[src/rtl/vmicro16_mem_master.sv]
// Burst memory master: turns one read/write command into a run of single-word
// accesses on a synchronous-read memory port. Read data comes straight from
// the memory one cycle after each address. Write words are taken one per
// handshake and may stall for any length of time.
module vmicro16_mem_master #(
  parameter int unsigned MEM_WIDTH = 16,
  parameter int unsigned LEN_WIDTH = 4
) (
  input  logic                 clk,
  input  logic                 reset,
  // command channel
  input  logic                 req_valid,
  output logic                 req_ready,
  input  logic                 req_we,
  input  logic [MEM_WIDTH-1:0] req_addr,
  input  logic [LEN_WIDTH-1:0] req_len,
  // write data channel
  input  logic                 wd_valid,
  output logic                 wd_ready,
  input  logic [MEM_WIDTH-1:0] wd_data,
  // read data channel (no backpressure)
  output logic                 rd_valid,
  output logic [MEM_WIDTH-1:0] rd_data,
  output logic                 done,
  // memory port
  output logic [MEM_WIDTH-1:0] mem_addr,
  output logic [MEM_WIDTH-1:0] mem_in,
  output logic                 mem_we,
  input  logic [MEM_WIDTH-1:0] mem_out
);

  typedef enum logic [1:0] {
    StIdle  = 2'd0,
    StRead  = 2'd1,
    StWrite = 2'd2,
    StDrain = 2'd3
  } state_e;

  localparam logic [MEM_WIDTH-1:0] AddrOne = MEM_WIDTH'(1);
  localparam logic [LEN_WIDTH-1:0] CntOne  = LEN_WIDTH'(1);

  state_e                 r_state;
  logic [MEM_WIDTH-1:0]   r_cur_addr;
  logic [LEN_WIDTH-1:0]   r_cnt;
  logic                   r_rd_pend;

  state_e                 w_state_next;
  logic [MEM_WIDTH-1:0]   w_cur_addr_next;
  logic [LEN_WIDTH-1:0]   w_cnt_next;
  logic                   w_rd_pend_next;
  logic                   w_last;
  logic                   w_wr_fire;

  // cnt counts remaining words minus one, so zero marks the final beat
  assign w_last    = (r_cnt == '0);
  assign w_wr_fire = (r_state == StWrite) && wd_valid;

  // State register; async reset aborts any burst in progress immediately
  always_ff @(posedge clk or negedge reset) begin
    if (!reset) begin
      r_state    <= StIdle;
      r_cur_addr <= '0;
      r_cnt      <= '0;
      r_rd_pend  <= 1'b0;
    end else begin
      r_state    <= w_state_next;
      r_cur_addr <= w_cur_addr_next;
      r_cnt      <= w_cnt_next;
      r_rd_pend  <= w_rd_pend_next;
    end
  end

  // Next-state logic: one memory beat per READ cycle, one per accepted write word
  always_comb begin
    w_state_next    = r_state;
    w_cur_addr_next = r_cur_addr;
    w_cnt_next      = r_cnt;
    // each READ beat returns data exactly one cycle later
    w_rd_pend_next  = (r_state == StRead);
    unique case (r_state)
      StIdle: begin
        if (req_valid) begin
          w_cur_addr_next = req_addr;
          w_cnt_next      = req_len;
          w_state_next    = req_we ? StWrite : StRead;
        end
      end
      StRead: begin
        w_cur_addr_next = r_cur_addr + AddrOne;
        w_cnt_next      = r_cnt - CntOne;
        if (w_last) begin
          w_state_next = StDrain;
        end
      end
      StWrite: begin
        if (wd_valid) begin
          w_cur_addr_next = r_cur_addr + AddrOne;
          w_cnt_next      = r_cnt - CntOne;
          if (w_last) begin
            w_state_next = StDrain;
          end
        end
      end
      StDrain: begin
        w_state_next = StIdle;
      end
      default: begin
        w_state_next = StIdle;
      end
    endcase
  end

  // Output decode; the address always follows the running pointer
  always_comb begin
    req_ready = (r_state == StIdle);
    wd_ready  = (r_state == StWrite);
    done      = (r_state == StDrain);
    mem_we    = w_wr_fire;
    mem_addr  = r_cur_addr;
    mem_in    = wd_data;
    rd_valid  = r_rd_pend;
    rd_data   = mem_out;
  end

endmodule

[config.mk]
export PLATFORM = sky130hd
export DESIGN_NAME = vmicro16_mem_master
export DESIGN_NICKNAME = d
export VERILOG_FILES = /design/src/rtl/vmicro16_mem_master.sv
export SDC_FILE = /design/constraint.sdc
export NUM_CORES = 1
export LEC_CHECK = 0
export ABC_AREA = 0
export CORE_ASPECT_RATIO = 0.5
export CORE_MARGIN = 4
export CORE_UTILIZATION = 37
export DETAILED_ROUTE_END_ITERATION = 8
export HOLD_SLACK_MARGIN = 0.08
export PLACE_DENSITY = 0.83
export SLEW_MARGIN = 25
export SYNTH_ARGS = -nofsm -noshare
export SYNTH_HDL_FRONTEND = slang
export SYNTH_SLANG_ARGS = --single-unit
[constraint.sdc]
create_clock -name clk -period 2 [get_ports clk]
set_input_delay 0.4 -clock clk [delete_from_list [all_inputs] [get_ports clk]]
set_output_delay 0.4 -clock clk [all_outputs]
set_load 0.01 [all_outputs]
==> results.py <==
metrics = {
    "clocking": {
        "clk_pin_slew_worst_paths_ns": 0.08,
        "clock_sinks": 23,
        "cts_buffer_depth": 2,
        "htreeDepth": 1,
        "cts_buffers": 3,
        "worstSkewPairLatency_ns": 0.26,
        "clockRootBuffer": "clkbuf_8",
        "cts_hold_buf": 0,
        "cts_tree": "built",
    },
    "floorplan": {
        "core_area_um2": 4490,
        "initial_core_util_pct": 39.0,
        "die_y_um": 56.7,
        "ioPinCount": 110,
        "fp.dieW_um": 105,
        "rows": 17,
        "die_area_um2": 5970,
    },
    "finish": {
        "fin_area_um2": 2070,
        "final_cells": 283,
        "syn_to_final_growth_pct": 18.2,
        "drive_gt1_share_pct": 8.29,
        "diodes": 0,
        "nets": 283,
    },
    "drt": {
        "vias": 1502,
        "viasPerCell": 5.31,
        "antenna_left": 0,
        "drt_iter0_drc": 190,
        "dr.pass1.iters": 4,
        "route.detailed.drc": 0,
        "wl_per_cell_um": 14.7,
        "wl_um": 4160,
    },
    "run_status": {
        "status": "finished clean",
    },
    "critical_path": {
        "cp-start-kind": "register",
        "rr_startpoint": "r_state[1]",
        "end_kind": "output pin",
        "cp_max_fo": 4,
        "reg2regPathDepth": 7,
        "r2r-end": "mem_addr[13]",
        "cp.arrival_ns": 1.53,
        "regToRegSetupSlack_ns": 0.16,
        "cp_data_required_time_ns": 1.60,
        "criticalPathCategory": "reg2out",
    },
    "pwr": {
        "leakage_nw": 0.827,
        "peakVddDrop_mv": 0.572,
        "p_total_mw": 3.89,
        "power.density_nw_per_um2": 1880,
    },
    "sta": {
        "setup_tns_ns": 0,
        "worstMarginPinSlew_ns": 0.486,
        "rsz0062_at_grt": "false",
        "period_needed_ns": 1.93,
        "fin_skew_ns": 0.00487,
        "hold_viol_final": 0,
        "setup_ws_ns": 0.0726,
        "setup_viol": 0,
        "fmax_mhz": 519,
        "period_share_pct": 96.4,
        "max_slew_margin_pct": 67.4,
        "slew_viol_final": 0,
    },
    "worst_hold_path": {
        "hold_path_class": "in2async",
    },
    "global_routing": {
        "grt_max_degree": 25,
        "grt_usage_pct": 13.6,
        "antenna_found_initial": 0,
        "grt_pass1_vias": 1435,
        "grt_first_pass_wirelength_um": 6690,
        "grtUsageMet2_pct": 23.6,
        "top_usage_layer": "met2",
        "use_met3_pct": 3.44,
        "grt.overflow.total": 0,
        "grt.met1_usage_pct": 15.9,
    },
    "synthesis": {
        "synthCells": 206,
        "synth.distinct_cells": 37,
        "yosysSeqAreaShare_pct": 32.9,
        "syn_nets": 271,
        "ys_warn_count": 0,
        "avgSynthCellArea_um2": 8.50,
        "syn_area_um2": 1750,
        "ys_seq_elements": 23,
    },
    "job": {
        "drv_cap": 0,
    },
    "place": {
        "io_buffer_count": 45,
        "hpwl_um": 3190,
        "dp_cells": 278,
        "placed_area_um2": 2020,
        "gp_congestion": 0.874,
        "dpl_worst_slack_ns": 0.0539,
    },
}
-- cell usage after synthesis (all sizes together) --
cell type | number | area [um^2]
a211oi | 2 | 15.0
a21oi | 16 | 80.1
a2bb2oi | 8 | 70.1
and2 | 1 | 6.26
and3 | 4 | 25.0
and4 | 2 | 18.8
buf | 40 | 292
clkbuf | 5 | 18.8
dfrtp | 23 | 576
ha | 8 | 100
inv | 6 | 22.5
mux2 | 1 | 11.3
mux2i | 5 | 50.1
nand2 | 19 | 71.3
nand2b | 3 | 18.8
nand3 | 8 | 40.0
nand4 | 10 | 68.8
nor2 | 6 | 22.5
nor2b | 2 | 20.0
nor3 | 6 | 35.0
nor3b | 1 | 7.51
nor4 | 3 | 18.8
o211ai | 2 | 15.0
o21ai | 11 | 55.1
o22ai | 9 | 56.3
o311a | 1 | 10.0
o32ai | 1 | 8.76
or2 | 2 | 12.5
or3 | 1 | 6.26
-- worst max-delay path: stages (launching register included) --
cell and delay [ns]:
dfrtp_1 0.44, inv_2 0.11, ha_1 0.17, clkdlybuf4s50_1 0.54
-- placed cells by master, fill, tap and decap left out, types with 3 or more instances in the layout --
cell type        count
nand3_1              8
o22ai_1              9
nand4_1              9
nand2_1             19
nor3_1               5
buf_4                7
nor2_1               6
nand2b_1             3
a21oi_1             16
dfrtp_1             23
mux2i_1              5
nor4_1               3
clkdlybuf4s50_1     44
o21ai_0             11
inv_1                4
ha_1                 8
clkbuf_8             3
a2bb2oi_1            8
and3_1               4
-- area by class of cell --
cell class	instances	area, um^2
fillers	398	2420
multi-input cells	132	843
inverters	6	22.5
repair buffers	52	502
flip-flops and latches	23	576
well taps	66	82.6
clock buffers	4	45.0
-- how the worst max path moves through the flow --
| stage | end | cells past startpoint | from | slack [ns] |
|---|---|---|---|---|
| 5_1_grt | req_ready | 3 | r_state[1] | 0.01 |
| 4_1_cts | req_ready | 3 | r_state[1] | 0.02 |
| 6_report | req_ready | 3 | r_state[1] | 0.07 |
| 3_5_place_dp | mem_addr[13] | 6 | req_valid | 0.05 |
| 3_3_place_gp | mem_addr[15] | 6 | req_valid | 0.08 |
| 2_1_floorplan | mem_addr[11] | 8 | r_state[0] | 0.22 |
-- per-stage QoR --
| step | hold WS, ns | util [%] |
|---|---|---|
| global placement | 0.560 | 45.0 |
| finish | 0.480 | 46.1 |
| CTS | 0.491 | 46.1 |
| global route | 0.511 | 46.1 |
| floorplan | 0.104 | - |
| detailed placement | 0.563 | 45.0 |
-- flip-flops by register name, indices dropped and copies added, names as in the netlist --
| name | count |
|---|---|
| r_cnt | 4 |
| r_state | 2 |
| rd_valid | 1 |
| mem_addr | 16 |
-- per-layer routing --
layer | vias to the layer above | share of wire (%)
li1 | 734 | -
met1 | 691 | 40
met2 | 51 | 51
met3 | 26 | 6.5
met4 | 0 | 2.8
met5 | - | 0
-- power by group --
group / switching (mW) / internal (mW)
registers: 0.327 / 0.724
clock network: 0.146 / 0.142
logic: 1.30 / 1.26
-- kinds of logic (layout without fill, tap and decap cells) --
group	after synthesis	in the layout	synth area share, %
AND/OR/NAND/NOR	68	68	21.2
buffers and inverters	51	62	19.0
AO/OA/AOI/OAI	50	50	17.7
flip-flops	23	23	32.9
adder cells (fa/ha/maj)	8	8	5.71
multiplexers	6	6	3.50
-- what timing repair did --
action / 4_1_cts / 5_1_grt
setup buffers: 1 / 0
endpoints found under the setup margin: 2 / 1
gates resized for setup: 2 / 1
pin swaps: 0 / 0
No activity file was read; power rests on OpenSTA's default activity.
